### config.mk
export PLATFORM = sky130hd
export DESIGN_NAME = apb_master_arbiter_flat
export DESIGN_NICKNAME = d
export VERILOG_FILES = /design/src/rtl/apb_master_arbiter_pkg.sv /design/src/rtl/apb_master_arbiter_if.sv /design/src/rtl/apb_master_arbiter_rr_arbiter.sv /design/src/rtl/apb_master_arbiter.sv /design/src/flat_wrapper.sv
export SDC_FILE = /design/constraint.sdc
export NUM_CORES = 1
export LEC_CHECK = 0
export CORE_AREA = 2 2 157 159
export DETAILED_ROUTE_END_ITERATION = 10
export DIE_AREA = 0 0 159 161
export PLACE_DENSITY = 0.67
export SETUP_SLACK_MARGIN = 0.02
export SYNTH_ARGS = -nofsm -noshare
export SYNTH_HDL_FRONTEND = slang
export SYNTH_SLANG_ARGS = --single-unit
### constraint.sdc
create_clock -name pclk -period 9.4 [get_ports pclk]
set_clock_uncertainty 0.1 [all_clocks]
set_input_delay 0.94 -clock pclk [delete_from_list [all_inputs] [get_ports pclk]]
set_output_delay 0.94 -clock pclk [all_outputs]
set_load 0.005 [all_outputs]
### src/rtl/apb_master_arbiter_pkg.sv
// apb_arb_pkg: shared FSM state type and defaults for apb_master_arbiter.
// Provides width/requester/timeout defaults and the round-robin step helper.
package apb_arb_pkg;

    localparam int DEF_NUM_REQ        = 4;
    localparam int DEF_ADDR_WIDTH     = 32;
    localparam int DEF_DATA_WIDTH     = 32;
    localparam int DEF_TIMEOUT_CYCLES = 256;

    typedef enum logic [1:0] {
        IDLE   = 2'd0,
        SETUP  = 2'd1,
        ACCESS = 2'd2
    } arb_state_e;

    function automatic int rr_next(input int idx, input int n);
        return (idx + 1 >= n) ? 0 : idx + 1;
    endfunction

endpackage

### src/rtl/apb_master_arbiter_if.sv
// apb_if: APB bus signal set between one master and the completer fabric.
// master: drives paddr/psel/penable/pwrite/pwdata; slave: drives pready/prdata/pslverr.
interface apb_if
    import apb_arb_pkg::*;
#(
    parameter int ADDR_WIDTH = DEF_ADDR_WIDTH,
    parameter int DATA_WIDTH = DEF_DATA_WIDTH
) ();

    logic [ADDR_WIDTH-1:0] paddr;
    logic                  psel;
    logic                  penable;
    logic                  pwrite;
    logic [DATA_WIDTH-1:0] pwdata;
    logic                  pready;
    logic [DATA_WIDTH-1:0] prdata;
    logic                  pslverr;

    modport master (
        output paddr, psel, penable, pwrite, pwdata,
        input  pready, prdata, pslverr
    );

    modport slave (
        input  paddr, psel, penable, pwrite, pwdata,
        output pready, prdata, pslverr
    );

endinterface

### src/rtl/apb_master_arbiter_rr_arbiter.sv
// apb_rr_arbiter: combinational round-robin pick starting at ptr_i.
// In: req_i vector, ptr_i; out: one-hot gnt_o, binary idx_o, valid_o (any grant).
module apb_rr_arbiter #(
    parameter int NUM_REQ = 4
) (
    input  logic [NUM_REQ-1:0]         req_i,
    input  logic [$clog2(NUM_REQ)-1:0] ptr_i,
    output logic [NUM_REQ-1:0]         gnt_o,
    output logic [$clog2(NUM_REQ)-1:0] idx_o,
    output logic                       valid_o
);

    localparam int IDX_W = $clog2(NUM_REQ);
    localparam logic [IDX_W:0] NREQ = (IDX_W + 1)'(NUM_REQ);

    logic [IDX_W:0]   pos;
    logic [IDX_W-1:0] j;
    logic             found;

    // Walk ptr, ptr+1, ... modulo NUM_REQ; first asserted request wins.
    always_comb begin
        gnt_o = '0;
        idx_o = '0;
        found = 1'b0;
        pos   = '0;
        j     = '0;
        for (int k = 0; k < NUM_REQ; k++) begin
            pos = {1'b0, ptr_i} + (IDX_W + 1)'(k);
            if (pos >= NREQ) begin
                pos = pos - NREQ;
            end
            j = pos[IDX_W-1:0];
            if (!found && req_i[j]) begin
                found    = 1'b1;
                gnt_o[j] = 1'b1;
                idx_o    = j;
            end
        end
        valid_o = found;
    end

endmodule

### src/rtl/apb_master_arbiter.sv
// apb_master_arbiter: round-robin arbitrated APB master for NUM_REQ requesters.
// Ports: pclk/presetn; req_valid/req_ready/req_addr/req_write/req_wdata command side;
// rsp_valid/rsp_rdata/rsp_slverr response side; apb (apb_if.master) bus side.
// Optional macro APB_ARB_TIMEOUT_EN adds an ACCESS-phase stall timeout.
module apb_master_arbiter
    import apb_arb_pkg::*;
#(
    parameter int NUM_REQ        = DEF_NUM_REQ,
    parameter int ADDR_WIDTH     = DEF_ADDR_WIDTH,
    parameter int DATA_WIDTH     = DEF_DATA_WIDTH,
    parameter int TIMEOUT_CYCLES = DEF_TIMEOUT_CYCLES
) (
    input  logic                          pclk,
    input  logic                          presetn,
    input  logic [NUM_REQ-1:0]            req_valid,
    output logic [NUM_REQ-1:0]            req_ready,
    input  logic [NUM_REQ*ADDR_WIDTH-1:0] req_addr,
    input  logic [NUM_REQ-1:0]            req_write,
    input  logic [NUM_REQ*DATA_WIDTH-1:0] req_wdata,
    output logic [NUM_REQ-1:0]            rsp_valid,
    output logic [DATA_WIDTH-1:0]         rsp_rdata,
    output logic                          rsp_slverr,
    apb_if.master                         apb
);

    localparam int IDX_W = $clog2(NUM_REQ);

    if (NUM_REQ < 2 || NUM_REQ > 8 || TIMEOUT_CYCLES < 1) begin : g_param_chk
        $error("apb_master_arbiter: parameter out of range");
    end

    arb_state_e state_q, state_d;

    logic [IDX_W-1:0]      rr_ptr_q, rr_ptr_d;
    logic [IDX_W-1:0]      gnt_idx_q, gnt_idx_d;
    logic [ADDR_WIDTH-1:0] addr_q, addr_d;
    logic                  write_q, write_d;
    logic [DATA_WIDTH-1:0] wdata_q, wdata_d;
    logic                  psel_q, psel_d;
    logic                  penable_q, penable_d;
    logic [NUM_REQ-1:0]    rsp_valid_q, rsp_valid_d;
    logic [DATA_WIDTH-1:0] rsp_rdata_q, rsp_rdata_d;
    logic                  rsp_slverr_q, rsp_slverr_d;

`ifdef APB_ARB_TIMEOUT_EN
    localparam int TMO_W = $clog2(TIMEOUT_CYCLES + 1);
    localparam logic [TMO_W-1:0] TMO_MAX = TMO_W'(TIMEOUT_CYCLES);
    logic [TMO_W-1:0] tmo_q, tmo_d;
`endif

    logic [ADDR_WIDTH-1:0] addr_arr  [NUM_REQ];
    logic [DATA_WIDTH-1:0] wdata_arr [NUM_REQ];

    for (genvar i = 0; i < NUM_REQ; i++) begin : g_unpack
        assign addr_arr[i]  = req_addr[i*ADDR_WIDTH +: ADDR_WIDTH];
        assign wdata_arr[i] = req_wdata[i*DATA_WIDTH +: DATA_WIDTH];
    end

    logic [NUM_REQ-1:0] arb_gnt;
    logic [IDX_W-1:0]   arb_idx;
    logic               arb_valid;

    apb_rr_arbiter #(
        .NUM_REQ (NUM_REQ)
    ) u_arb (
        .req_i   (req_valid),
        .ptr_i   (rr_ptr_q),
        .gnt_o   (arb_gnt),
        .idx_o   (arb_idx),
        .valid_o (arb_valid)
    );

    // Gated by presetn so req_ready reads 0 while reset is held.
    assign req_ready = (presetn && state_q == IDLE) ? arb_gnt : '0;

    always_comb begin
        state_d      = state_q;
        rr_ptr_d     = rr_ptr_q;
        gnt_idx_d    = gnt_idx_q;
        addr_d       = addr_q;
        write_d      = write_q;
        wdata_d      = wdata_q;
        rsp_valid_d  = '0;
        rsp_rdata_d  = rsp_rdata_q;
        rsp_slverr_d = rsp_slverr_q;
`ifdef APB_ARB_TIMEOUT_EN
        tmo_d        = tmo_q;
`endif
        unique case (state_q)
            IDLE: begin
                if (arb_valid) begin
                    state_d   = SETUP;
                    gnt_idx_d = arb_idx;
                    rr_ptr_d  = IDX_W'(rr_next(int'(arb_idx), NUM_REQ));
                    addr_d    = addr_arr[arb_idx];
                    write_d   = req_write[arb_idx];
                    wdata_d   = wdata_arr[arb_idx];
                end
            end
            SETUP: begin
                state_d = ACCESS;
`ifdef APB_ARB_TIMEOUT_EN
                tmo_d   = '0;
`endif
            end
            ACCESS: begin
                if (apb.pready) begin
                    state_d                = IDLE;
                    rsp_valid_d[gnt_idx_q] = 1'b1;
                    rsp_rdata_d            = write_q ? '0 : apb.prdata;
                    rsp_slverr_d           = apb.pslverr;
                end
`ifdef APB_ARB_TIMEOUT_EN
                // Limit reached with no pready: abandon and report error.
                else if (tmo_q == TMO_MAX) begin
                    state_d                = IDLE;
                    rsp_valid_d[gnt_idx_q] = 1'b1;
                    rsp_rdata_d            = '0;
                    rsp_slverr_d           = 1'b1;
                end else begin
                    tmo_d = tmo_q + TMO_W'(1);
                end
`endif
            end
            default: begin
                state_d = IDLE;
            end
        endcase
        // APB strobes registered from the next state.
        psel_d    = (state_d != IDLE);
        penable_d = (state_d == ACCESS);
    end

    always_ff @(posedge pclk or negedge presetn) begin
        if (!presetn) begin
            state_q      <= IDLE;
            rr_ptr_q     <= '0;
            gnt_idx_q    <= '0;
            addr_q       <= '0;
            write_q      <= 1'b0;
            wdata_q      <= '0;
            psel_q       <= 1'b0;
            penable_q    <= 1'b0;
            rsp_valid_q  <= '0;
            rsp_rdata_q  <= '0;
            rsp_slverr_q <= 1'b0;
`ifdef APB_ARB_TIMEOUT_EN
            tmo_q        <= '0;
`endif
        end else begin
            state_q      <= state_d;
            rr_ptr_q     <= rr_ptr_d;
            gnt_idx_q    <= gnt_idx_d;
            addr_q       <= addr_d;
            write_q      <= write_d;
            wdata_q      <= wdata_d;
            psel_q       <= psel_d;
            penable_q    <= penable_d;
            rsp_valid_q  <= rsp_valid_d;
            rsp_rdata_q  <= rsp_rdata_d;
            rsp_slverr_q <= rsp_slverr_d;
`ifdef APB_ARB_TIMEOUT_EN
            tmo_q        <= tmo_d;
`endif
        end
    end

    assign apb.paddr   = addr_q;
    assign apb.psel    = psel_q;
    assign apb.penable = penable_q;
    assign apb.pwrite  = write_q;
    assign apb.pwdata  = wdata_q;

    assign rsp_valid  = rsp_valid_q;
    assign rsp_rdata  = rsp_rdata_q;
    assign rsp_slverr = rsp_slverr_q;

endmodule

### src/flat_wrapper.sv
// flat-port wrapper written by rule: the top's interface ports become plain ports
module apb_master_arbiter_flat import apb_arb_pkg::*;
#(
    parameter int NUM_REQ        = DEF_NUM_REQ,
    parameter int ADDR_WIDTH     = DEF_ADDR_WIDTH,
    parameter int DATA_WIDTH     = DEF_DATA_WIDTH,
    parameter int TIMEOUT_CYCLES = DEF_TIMEOUT_CYCLES
)
  (pclk, presetn, req_valid, req_ready, req_addr, req_write, req_wdata, rsp_valid, rsp_rdata, rsp_slverr, apb_paddr, apb_psel, apb_penable, apb_pwrite, apb_pwdata, apb_pready, apb_prdata, apb_pslverr);
  apb_if #(.ADDR_WIDTH(ADDR_WIDTH), .DATA_WIDTH(DATA_WIDTH)) apb_i ();
  input  logic pclk;
  input  logic presetn;
  input  logic [NUM_REQ-1:0] req_valid;
  output logic [NUM_REQ-1:0] req_ready;
  input  logic [NUM_REQ*ADDR_WIDTH-1:0] req_addr;
  input  logic [NUM_REQ-1:0] req_write;
  input  logic [NUM_REQ*DATA_WIDTH-1:0] req_wdata;
  output logic [NUM_REQ-1:0] rsp_valid;
  output logic [DATA_WIDTH-1:0] rsp_rdata;
  output logic rsp_slverr;
  output wire logic [$bits(apb_i.paddr)-1:0] apb_paddr;
  output wire logic [$bits(apb_i.psel)-1:0] apb_psel;
  output wire logic [$bits(apb_i.penable)-1:0] apb_penable;
  output wire logic [$bits(apb_i.pwrite)-1:0] apb_pwrite;
  output wire logic [$bits(apb_i.pwdata)-1:0] apb_pwdata;
  input wire logic [$bits(apb_i.pready)-1:0] apb_pready;
  input wire logic [$bits(apb_i.prdata)-1:0] apb_prdata;
  input wire logic [$bits(apb_i.pslverr)-1:0] apb_pslverr;
  assign apb_paddr = apb_i.paddr;
  assign apb_psel = apb_i.psel;
  assign apb_penable = apb_i.penable;
  assign apb_pwrite = apb_i.pwrite;
  assign apb_pwdata = apb_i.pwdata;
  assign apb_i.pready = apb_pready;
  assign apb_i.prdata = apb_prdata;
  assign apb_i.pslverr = apb_pslverr;
  apb_master_arbiter #(.NUM_REQ(NUM_REQ), .ADDR_WIDTH(ADDR_WIDTH), .DATA_WIDTH(DATA_WIDTH), .TIMEOUT_CYCLES(TIMEOUT_CYCLES)) u_core (.pclk(pclk), .presetn(presetn), .req_valid(req_valid), .req_ready(req_ready), .req_addr(req_addr), .req_write(req_write), .req_wdata(req_wdata), .rsp_valid(rsp_valid), .rsp_rdata(rsp_rdata), .rsp_slverr(rsp_slverr), .apb(apb_i));
endmodule
[After elaboration in Yosys (flattened, before gate mapping)]
Index checks and enable logic that the tools add are counted.
W data, S select, Z words.
Storage, ports and cells
  logic and storage cells: 109
  flip-flop bits (word level): 110
Operators by class
  $lt $le $gt $ge: 17
  muxes and demuxes: 50
  reduce and logical (&&, ||, !) cells: 16
  equal/unequal tests: 3
  bitwise operators: 4
  $add $sub $neg: 8
Operators with widths (number)
  $mux W32: 5
  $bmux W32 S2: 2
  $mux W4: 7
  $mux W2: 11
  $lt A2 B3 Y1 const B: 6
  $ge A3 B3 Y1 const B: 5
  $mux W1: 14
  $or A4 B4 Y4: 3
  $bmux W1 S2: 5
  $demux W1 S2: 5
  $ge A2 B1 Y1 const B: 5
  $logic_and A1 B1 Y1: 9
  $sub A2 B1 Y2 const B: 4
  $add A2 B1 Y3 const B: 2
  $add A2 B2 Y3 const B: 2
  $pmux W2 S3: 1
  $eq A2 B2 Y1 const B: 2
  $reduce_and A2 Y1: 2
  $ge A2 B3 Y1 const B: 1
  $logic_not A1 Y1: 3
  $not A2 Y3: 1
  $eq A2 B1 Y1 const B: 1
  $logic_not A2 Y1: 1
  $reduce_bool A2 Y1: 1

[Logic depth before layout (Yosys ltp)]
Gate-level depths: netlist of run 1.
  depth after elaboration: 18
  mapped depth: 12
  gate-level depth less buffers: 8

[By module]
Synthesis of run 1 repeated with hierarchy kept, for this count alone.
Unflattened totals
  cell total of the unflattened synthesis: 403
  area total of the unflattened synthesis: 6417.4 um^2
By module, submodules not included
  apb_master_arbiter: cells an instance 358, instances 1, area each 5995.8 um^2
  apb_rr_arbiter: cells an instance 45, instances 1, area each 421.7 um^2

[Least setup slack after synthesis of run 1]
No wires, ideal clock.
  kind: flip-flop to output port
  from: reg u_core.rr_ptr_q[0]
  to: out req_ready[0]
  data required time: 8.360 ns
  data arrival time: 2.374 ns
  buffers on the path: 2
  path slack: 5.986 ns
  stages on the path, launching flop included: 11
  cells stage by stage: dfrtp_1 > buf_4 > inv_1 > ha_1 > buf_2 > mux4_2 > nor2b_2 > a22oi_1 > nor2_1 > a221oi_1 > nor2_1
On the way
  word-level cells in the longest chain between the ends: 15
  elaborated cells on any way between the ends: 60
Ends and longest elaborated chain
  start, declared: RTL line apb_master_arbiter.sv:34  | logic [IDX_W-1:0] rr_ptr_q, rr_ptr_d;
  start signal, assigned: RTL line apb_master_arbiter.sv:152  | rr_ptr_q <= rr_ptr_d;
  branches (longest 13 deep; another with $add A2 B1 Y3)
  $mux W4 *: RTL line apb_master_arbiter_rr_arbiter.sv:33  | if (!found && req_i[j]) begin
  $mux W4 *: RTL line apb_master_arbiter.sv:74  | assign req_ready = (presetn && state_q == IDLE) ? arb_gnt : '0;
  end, declared: RTL line flat_wrapper.sv:14  | output logic [NUM_REQ-1:0] req_ready;
Every way passes the cells marked *. The select of a mux whose other input is x is not followed.

[Worst setup path after layout of run 1]
  from: reg u_core.rr_ptr_q[0]
  to: out req_ready[3]
The elaborated chain is that of the path after synthesis.

==> results of run 1 <==
-- sequential cells by signal (all words and copies together), names as in the netlist --
register and flops:
u_core.apb.pwrite 1, u_core.gnt_idx_q 2, u_core.apb.psel 1, u_core.rr_ptr_q 2, u_core.apb.penable 1, u_core.rsp_slverr 1, u_core.apb.paddr 32, u_core.state_q 2
u_core.rsp_rdata 32, u_core.apb.pwdata 32, u_core.rsp_valid 4
-- stage by stage --
stage	setup WS [ns]	power, mW
global placement	4.694	3.487
detailed placement	4.567	3.536
global route	4.251	4.262
CTS	4.493	3.975
finish	4.504	3.940
floorplan	5.986	2.599
-- cells by family after synthesis --
| kind of cell | share of synthesized area (%) |
|---|---|
| flip-flops | 36.33 |
| XOR/XNOR | 0.3468 |
| buffers and inverters | 5.532 |
| multiplexers | 10.50 |
| adder cells (fa/ha/maj) | 1.156 |
| AO/OA/AOI/OAI | 28.68 |
| AND/OR/NAND/NOR | 17.45 |
-- worst register-to-register path, cell delays in order (launching register included) --
cell and delay (ns):
dfrtp_1 0.74, inv_1 0.29, ha_1 0.53, mux4_2 0.68
o211ai_4 0.23, buf_4 0.46, and2_4 0.54, buf_4 0.72
mux2i_1 0.35, a21oi_1 0.09
-- layer usage --
metal  GRT usage, %  part of all wire [%]
met5              0                     0
met1          26.26                    41
met3          5.881                   7.8
met2          37.37                    48
met4          8.099                   3.1
-- cells in the mapped netlist, drive strengths merged (7+ instances only) --
cell,n
nor2,13
ha,7
dfrtp,110
and3,66
o31ai,65
a21boi,66
mux2i,66
o41ai,65
clkbuf,58
nand2b,100
buf,27
a21oi,66
nand2,41
o21ai,35
-- worst min-delay path by stage --
stage	start	to	slack, ns	cells after the start
after floorplan	u_core.gnt_idx_q[0]$_DFFE_PN0P_	u_core.rsp_valid[2]$_DFF_PN0_	0.35	1
after global placement	u_core.rsp_rdata[9]$_DFFE_PN0P_	u_core.rsp_rdata[9]$_DFFE_PN0P_	0.36	2
after detailed placement	u_core.rsp_slverr$_DFFE_PN0P_	u_core.rsp_slverr$_DFFE_PN0P_	0.37	2
after CTS	u_core.rsp_slverr$_DFFE_PN0P_	u_core.rsp_slverr$_DFFE_PN0P_	0.39	2
after global routing	u_core.rsp_rdata[24]$_DFFE_PN0P_	u_core.rsp_rdata[24]$_DFFE_PN0P_	0.40	2
final	u_core.rsp_rdata[14]$_DFFE_PN0P_	u_core.rsp_rdata[14]$_DFFE_PN0P_	0.38	2
-- final cells by class --
type                       count  area [um^2]  area share, %
clock buffer                   9        225.2          1.863
clock inverter                 7        88.84         0.7348
sequential                   110         2753          22.77
multi-input combinational    623         4448          36.79
inverter                       4        15.01         0.1242
tap                          324        405.4          3.353
timing repair buffer         418         4154          34.36
-- power groups by stage --
stage | clock network (mW) | logic [mW] | registers (mW)
final | 0.416 | 2.69 | 0.835
after global routing | 0.445 | 2.96 | 0.861
after CTS | 0.429 | 2.71 | 0.835
after detailed placement | 0 | 2.70 | 0.836
after global placement | 0 | 2.65 | 0.837
after floorplan | 0 | 1.76 | 0.836
==> run metrics, run 1 <==
stages on the worst setup path=9; Vias=about 8000; max-cap violation count=0; Slew headroom=a little over a fifth; commonest non-fill, non-tap cell in the layout=clkdlybuf4s50_1; worst-path fanout max=15; Reg-to-Reg End=u_core.apb.paddr[5]$_DFFE_PN0P_; Post-Syn Instances=approximately 820; Synth async-reset ratio=between 90% and 100%; share of layout cells above drive strength 1=under 10%; vias per inst=5.273; Worst Setup EP=req_ready[3]; initial antenna violation count=0; crit-path leading delay family=buffers and inverters; share of total power in combinational logic=roughly two thirds; DP Area=~12000 um^2; H-tree depth=3; Seq pwr share=21.2%; Core Region=between 20000 and 25000 um^2; number of global-route vias before repair=7873; clock power share=10.6%; I/O pins=slightly above 400; Port Buffer Count=407; Leak Pwr=roughly 5.0 nW; Sum Neg Setup Slack=0 ns; maximum vdd drop=between 0.15 and 0.2 mV; Total GRT Usage=between 20% and 30%; Worst-Margin Slew=about 1.2 ns; outcome=finished clean; PwrDens=about 330 nW/um^2; global-route wire length before repair=44.40 mm; Layout area overhead=59.54%; Final Critical Period=a little under 5 ns; NetSw=approximately 1.8 mW; post-synthesis sequential area ratio=36.33%; Pint=2.184 mW; total CTS buffers=9; CTS tree=done; Worst path most repeated cell=nor2_1; antenna cell count=0; Resized Gates After CTS=0; post-synth top area share=a little over a third; achievable clock frequency=just over 0.2 GHz; Die ar.=25600 um^2; Final period util=roughly 52%; Clock Pin Slew Worst Setup and Hold Paths=around 0.08 ns; commonest cells after routing, fill and taps aside=clkdlybuf4s50_1 (406), dfrtp_1 (110), nand2b_1 (99); clock sink count=between 100 and 150; Pre-antenna DRT Iters=5; wire per inst=19.26 um; largest net degree at the start of global routing=approximately 130; Fin Hold WS=around 0.38 ns; Initial Util=about a third; Netlist cell types=40; dpl cells=roughly 1500; post-CTS setup buffer count=0; CTS Hold Bufs=0; critical path type=flop to output port; clock latency on the worst-skew pair=between 0.3 and 0.4 ns; Worst Reg-to-Reg Cells=9; fill cell count=between 2000 and 2500; reg2reg setup slack=4.56 ns; Total Wirelength=between 20 and 30 mm; post-synthesis register bit count=110; final max-slew violation count=0; Yosys warnings=0; die height=161 um; CTS max path bufs=2; syn_nets=~1100; EDFF count, synth=0; Antenna Violating Nets Remaining=0; Post-Layout Cell Count=between 1000 and 1500; final setup fails=0; endpoint class of the critical path=output port; crit path DAT=around 3.9 ns; Buffers & Inverters on Critical Path=2; syn_area_per_cell=9.218 um^2; Synth Flop Type=dfrtp_1; worst reg2reg path startpoint=u_core.rr_ptr_q[0]$_DFFE_PN0P_; die width=around 160 um; HPWL after DPL=~21 mm; crit start category=flop; Cell Chain, Critical Path=inv_1 > ha_1 > mux4_2 > nor2b_2 > a22oi_1 > nor2_1 > a221oi_1 > nor2_1 > clkdlybuf4s50_1; Worst setup startpoint=u_core.rr_ptr_q[0]$_DFFE_PN0P_; Std-Cell Rows=57; Util after Layout=slightly above 50%; drt drc=0; clk root buf=clkbuf_16; cell taking the most area after synthesis=dfrtp_1; Final Cell Area=12090 um^2; RSZ-0062 raised after global routing=no; initial DRC count=~420; Fin. Hold Viols=0; Worst Path Required=8.36 ns; routability cong.=between 0.8 and 0.9; Crit path largest cell delay=0.74 ns; Total Nets Final=around 1500; HP Class=flop to flop; Net Sw Frac=~45%; GRT overflow=0; Synth area leaders=dfrtp_1 (36%), mux2i_1 (8.7%), nand2b_1 (8.3%); Mapped Area=between 7000 and 8000 um^2; CP max-delay cell=dfrtp_1
(Power assumes the default switching activity.)
==> run 2: changes to the inputs <==
--- a/config.mk
+++ b/config.mk
@@ -5,9 +5,9 @@
 export SDC_FILE = /design/constraint.sdc
 export NUM_CORES = 1
 export LEC_CHECK = 0
-export CORE_AREA = 2 2 157 159
+export CORE_AREA = 2 2 158 160
 export DETAILED_ROUTE_END_ITERATION = 10
-export DIE_AREA = 0 0 159 161
+export DIE_AREA = 0 0 160 162
 export PLACE_DENSITY = 0.67
 export SETUP_SLACK_MARGIN = 0.02
 export SYNTH_ARGS = -nofsm -noshare
==> constraint.sdc (replaced) <==
create_clock -name pclk -period 4.68 [get_ports pclk]
set_clock_uncertainty 0.1 [all_clocks]
set_input_delay 0.468 -clock pclk [delete_from_list [all_inputs] [get_ports pclk]]
set_output_delay 0.468 -clock pclk [all_outputs]
set_load 0.005 [all_outputs]
==> run metrics, run 2 (synthesis gave the netlist of run 1 again) <==
Final Critical Period=4.098 ns; Layout area overhead=60.60%; final setup fails=0; Die ar.=around 26000 um^2; outcome=finished clean; Worst Path Required=roughly 4.1 ns; HPWL after DPL=~21 mm; global-route wire length before repair=approximately 45 mm; Slew headroom=a little over a third; Total Wirelength=between 20 and 30 mm; Resized Gates After CTS=0; achievable clock frequency=about 0.24 GHz; Vias=roughly 7900; vias per inst=~5.3; Sum Neg Setup Slack=0 ns; worst-path fanout max=8; Total Nets Final=between 1000 and 1500; initial antenna violation count=1; CTS Hold Bufs=0; commonest non-fill, non-tap cell in the layout=clkdlybuf4s50_1; Pre-antenna DRT Iters=4; GRT overflow=0; Clock Pin Slew Worst Setup and Hold Paths=0.08 ns; total CTS buffers=9; final total power=just over 8 mW; pre-CTS WS=~0.94 ns; H-tree depth=3; Fin Hold WS=~0.05 ns; share of layout cells above drive strength 1=4.003%; CP max-delay cell=mux4_2; die width=160 um; Std-Cell Rows=57; Antenna Violating Nets Remaining=0; clock sink count=110; initial DRC count=484; clk root buf=clkbuf_16; crit path DAT=3.53 ns; crit-path leading delay family=buffers and inverters; Final Worst Setup Slack=roughly 0.58 ns; Fin. Hold Viols=0; number of global-route vias before repair=8156; RSZ-0062 raised after global routing=no; Initial Util=between 30% and 40%; Port Buffer Count=between 400 and 500; die height=between 150 and 200 um; Leak Pwr=around 5 nW; I/O pins=408; HP Class=input port to async pin; max-cap violation count=0; Util after Layout=between 50% and 60%; Crit path largest cell delay=just under 0.7 ns; wire per inst=19.63 um; Buffers & Inverters on Critical Path=2; critical path type=flop to output port; crit start category=flop; endpoint class of the critical path=output port; commonest cells after routing, fill and taps aside=clkdlybuf4s50_1 (406), dfrtp_1 (110), nand2b_1 (99); Core Region=about 24000 um^2; Cell Chain, Critical Path=inv_1 > ha_1 > mux4_2 > nor2b_2 > a22oi_1 > nor2_1 > a221oi_1 > nor2_1 > clkdlybuf4s50_1; post-CTS setup buffer count=0; CTS max path bufs=2; Worst-Margin Slew=about 1 ns; largest net degree at the start of global routing=~200; routability cong.=~0.8; final max-slew violation count=0; Total GRT Usage=22.03%; maximum vdd drop=~0.66 mV; clock latency on the worst-skew pair=0.35 ns; PwrDens=~660 nW/um^2; Final period util=between 80% and 90%; Worst path most repeated cell=nor2_1; CTS tree=done; drt drc=0
## run 2: changes by cell type in the layout (fill, tap and decap cells not counted)
cell and change:
inv_6 -1, clkinvlp_4 +1, clkinv_2 -1, clkbuf_1 +1, diode_2 +1, buf_4 -2, clkinv_4 +1, clkinv_8 -1
clkbuf_8 +1, buf_12 +5, inv_8 -1
## run 2: layout make-up
class	count	area (um^2)
diodes	1	2.502
fillers	2312	11940
repair buffers	421	4239
inverters	4	15.01
clock buffers	11	242.7
clock inverters	5	63.81
multi-input cells	623	4448
well taps	324	405.4
flip-flops and latches	110	2753
## run 2: power by group
part	switching (mW)	total (mW)	leakage, nW	internal (mW)
combinational	2.93	5.57	3.55	2.64
clock	0.392	0.829	0.147	0.437
sequential	0.247	1.67	1.34	1.42
total	3.57	8.06	5.04	4.49
## run 2: path summary, 6_finish.rpt
check / from / endpoint / slack, ns / cells past startpoint
max: u_core.rr_ptr_q[1]$_DFFE_PN0P_ / req_ready[3] / 0.58 / 9
min: presetn / u_core.apb.paddr[8]$_DFFE_PN0P_ / 0.05 / 1
max reg2reg: u_core.rr_ptr_q[1]$_DFFE_PN0P_ / u_core.apb.pwrite$_DFFE_PN0P_ / 0.87 / 9
min reg2reg: u_core.rsp_slverr$_DFFE_PN0P_ / u_core.rsp_slverr$_DFFE_PN0P_ / 0.38 / 2
max in group asynchronous: presetn / u_core.apb.pwdata[27]$_DFFE_PN0P_ / 3.17 / 2
min in group pclk: u_core.rsp_slverr$_DFFE_PN0P_ / u_core.rsp_slverr$_DFFE_PN0P_ / 0.38 / 2
## run 2: per-layer routing
| metal | up-vias | global-route usage, % | wire [um] |
|---|---|---|---|
| li1 | 3782 | - | - |
| met1 | 3778 | 26.59 | 12000 |
| met2 | 318 | 38.65 | 14610 |
| met3 | 43 | 5.235 | 2023 |
| met4 | 0 | 7.453 | 783 |
| met5 | - | 0 | 0 |
## run 2: stage by stage
stage | instance area, um^2 | cells
3_3_place_gp | 11860 | 1482
3_5_place_dp | 11860 | 1482
4_1_cts | 12170 | 1498
6_report | 12170 | 1499
2_1_floorplan | 7577 | 822
5_1_grt | 12170 | 1499
==> run 3: changes to the inputs <==
--- a/config.mk
+++ b/config.mk
@@ -5,11 +5,11 @@
 export SDC_FILE = /design/constraint.sdc
 export NUM_CORES = 1
 export LEC_CHECK = 0
-export CORE_AREA = 2 2 158 160
+export CORE_AREA = 2 2 161 163
 export DETAILED_ROUTE_END_ITERATION = 10
-export DIE_AREA = 0 0 160 162
-export PLACE_DENSITY = 0.67
+export DIE_AREA = 0 0 163 165
 export SETUP_SLACK_MARGIN = 0.02
 export SYNTH_ARGS = -nofsm -noshare
 export SYNTH_HDL_FRONTEND = slang
+export SYNTH_HIERARCHICAL = 1
 export SYNTH_SLANG_ARGS = --single-unit
==> run metrics, run 3 <==
Yosys warnings=6; worst-path fanout max=67; share of layout cells above drive strength 1=about 25%; Std-Cell Rows=58; Synth Flop Type=dfrtp_1; Compound-Gate Fraction of Synth Area=1.852%; routability cong.=roughly 0.77; vias per inst=about 4.6; number of global-route vias before repair=roughly 5700; Worst Hold Launch=u_core/gnt_idx_q[1]$_DFFE_PN0P_; Pre-antenna DRT Iters=4; Slew headroom=a little under a third; top cells by count, synth=dfrtp_1 (110), mux2_2 (75), mux4_2 (67), nor2b_1 (33), mux2_4 (28); worst hold stages=1; post-synthesis sequential area ratio=42.89%; Post-Synth Adder-Cell Area=under 10%; CP max-delay cell=a32o_4; Core Region=~25000 um^2; CTS tree=done; crit start category=flop; Post-Syn Instances=403; fill cell count=2321; RSZ-0062 raised after global routing=no; post-synthesis mux area share=between 40 and 50%; final total power=7.522 mW; Port Buffer Count=between 400 and 500; crit-path leading delay family=multiplexers; largest net degree at the start of global routing=~70; Post-Layout Cell Count=between 1000 and 1500; dpl cells=approximately 1100; CTS max path bufs=2; clock sink count=110; Total GRT Usage=between 15 and 20%; pre-CTS WS=roughly 0.73 ns; PwrDens=676.8 nW/um^2; syn_nets=roughly 700; Reg-to-Reg End=u_core/apb.pwdata[20]$_DFFE_PN0P_; die height=roughly 170 um; Worst-Margin Slew=roughly 1.0 ns; largest family of logic cells by synthesized area=multiplexers; Final Critical Period=roughly 3.9 ns; post-synthesis register bit count=110; HPWL after DPL=17.67 mm; reg2reg setup slack=0.82 ns; Final period util=just over 80%; initial DRC count=221; Synth area leaders=dfrtp_1 (43%), mux4_2 (24%), mux2_2 (13%); Vias=around 5200; Layout area overhead=73.19%; Mapped Area=~6400 um^2; Worst Path Required=between 4 and 5 ns; clock latency on the worst-skew pair=around 0.35 ns; maximum vdd drop=~0.54 mV; global-route wire length before repair=roughly 33 mm; total CTS buffers=9; crit path DAT=4.00 ns; most common cell in the netlist=dfrtp_1; Worst Reg-to-Reg Cells=7; syn_area_per_cell=~16 um^2; Total Wirelength=22.74 mm; worst reg2reg path startpoint=u_core/rr_ptr_q[1]$_DFFE_PN0P_; Die ar.=~27000 um^2; XOR/XNOR Fraction of Synth Area=0%; worst hold endpoint=u_core/rsp_valid[0]$_DFF_PN0_; EDFF count, synth=0; commonest non-fill, non-tap cell in the layout=clkdlybuf4s50_1; outcome=finished clean; cell taking the most area after synthesis=dfrtp_1; Fin. Hold Viols=0; clk root buf=clkbuf_16; Worst path most repeated cell=mux4_2; HP Class=flop to flop; Initial Util=roughly a quarter; commonest cells after routing, fill and taps aside=clkdlybuf4s50_1 (406), dfrtp_1 (110), mux2_2 (75), mux4_2 (67), nor2b_1 (33); post-synth top area share=42.89%; area occupied by multi-input gates=between 3000 and 4000 um^2; Final Worst Setup Slack=about 0.82 ns; critical path type=flop to flop; initial antenna violation count=0; Crit path largest cell delay=slightly above 0.9 ns; die width=between 150 and 200 um; endpoint class of the critical path=flop; Buffers & Inverters on Critical Path=1; final setup fails=0; H-tree depth=3; Reg area=2753 um^2; Cell Chain, Critical Path=inv_1 > ha_1 > mux4_2 > nor3_1 > a32o_4 > mux4_2 > mux2_2; Antenna Violating Nets Remaining=0; final max-slew violation count=0; wire per inst=between 20 and 25 um; Leak Pwr=roughly 4.3 nW; max-cap violation count=0; I/O pins=408; antenna cell count=0; Fin Hold WS=~0.39 ns; GRT overflow=0; Total Nets Final=1104; Sum Neg Setup Slack=0 ns; Netlist cell types=33; Clock Pin Slew Worst Setup and Hold Paths=around 0.080 ns; Simple-Gate Fraction of Synth Area=~6%; drt drc=0; achievable clock frequency=0.2589 GHz; Synth async-reset ratio=100.0%
-- run 3: metrics by stage --
step,utilization [%],cell area [um^2]
2_1_floorplan,-,6417
3_3_place_gp,43.13,10800
3_5_place_dp,43.13,10800
4_1_cts,44.39,11110
5_1_grt,44.39,11110
6_report,44.39,11110
-- run 3: what timing repair did --
action                    CTS  global route
resized for setup           0             0
buffers inserted            0             0
hold endpoints to repair   15             0
hold buffers                1             0
-- run 3: power breakdown --
| group | internal, mW | switching [mW] |
|---|---|---|
| Clock | 0.424 | 0.389 |
| Sequential | 1.43 | 0.264 |
| Combinational | 3.13 | 1.89 |
| Total | 4.98 | 2.54 |
-- run 3: how the worst max path moves through the flow --
stage	start	to	slack, ns	cells after the start
after detailed placement	req_valid[3]	u_core/apb.pwdata[20]$_DFFE_PN0P_	0.73	6
after CTS	u_core/rr_ptr_q[1]$_DFFE_PN0P_	u_core/apb.pwdata[20]$_DFFE_PN0P_	0.79	7
after floorplan	u_core/rr_ptr_q[0]$_DFFE_PN0P_	u_core/apb.paddr[11]$_DFFE_PN0P_	1.43	12
final	u_core/rr_ptr_q[1]$_DFFE_PN0P_	u_core/apb.pwdata[20]$_DFFE_PN0P_	0.82	7
after global routing	u_core/rr_ptr_q[1]$_DFFE_PN0P_	req_ready[3]	0.62	8
after global placement	req_valid[3]	u_core/apb.pwdata[31]$_DFFE_PN0P_	0.82	6
-- run 3: per-layer routing --
metal	part of all wire, %	vias up	track usage, %	routed length, um
met3	8.6	18	5.023	1964
met1	38	2616	18.95	8571
li1	-	2353	-	-
met2	52	239	29.39	11840
met4	1.6	0	4.626	371
met5	0	-	0	0
-- run 3: cell families (layout without fill, tap and decap cells) --
logic type / after synthesis / count (layout)
multiplexers: 174 / 174
flip-flops: 110 / 110
AND/OR/NAND/NOR: 60 / 60
buffers and inverters: 36 / 436
AO/OA/AOI/OAI: 17 / 17
adder cells (fa/ha/maj): 6 / 6
-- run 3: cell type report --
type                            count  area share (%)
Clock buffer                        9           2.026
Clock inverter                      7          0.7317
Inverter                            3          0.1013
Multi-Input combinational cell    257           31.10
Sequential cell                   110           24.77
Tap cell                          330           3.715
Timing Repair Buffer              417           37.55
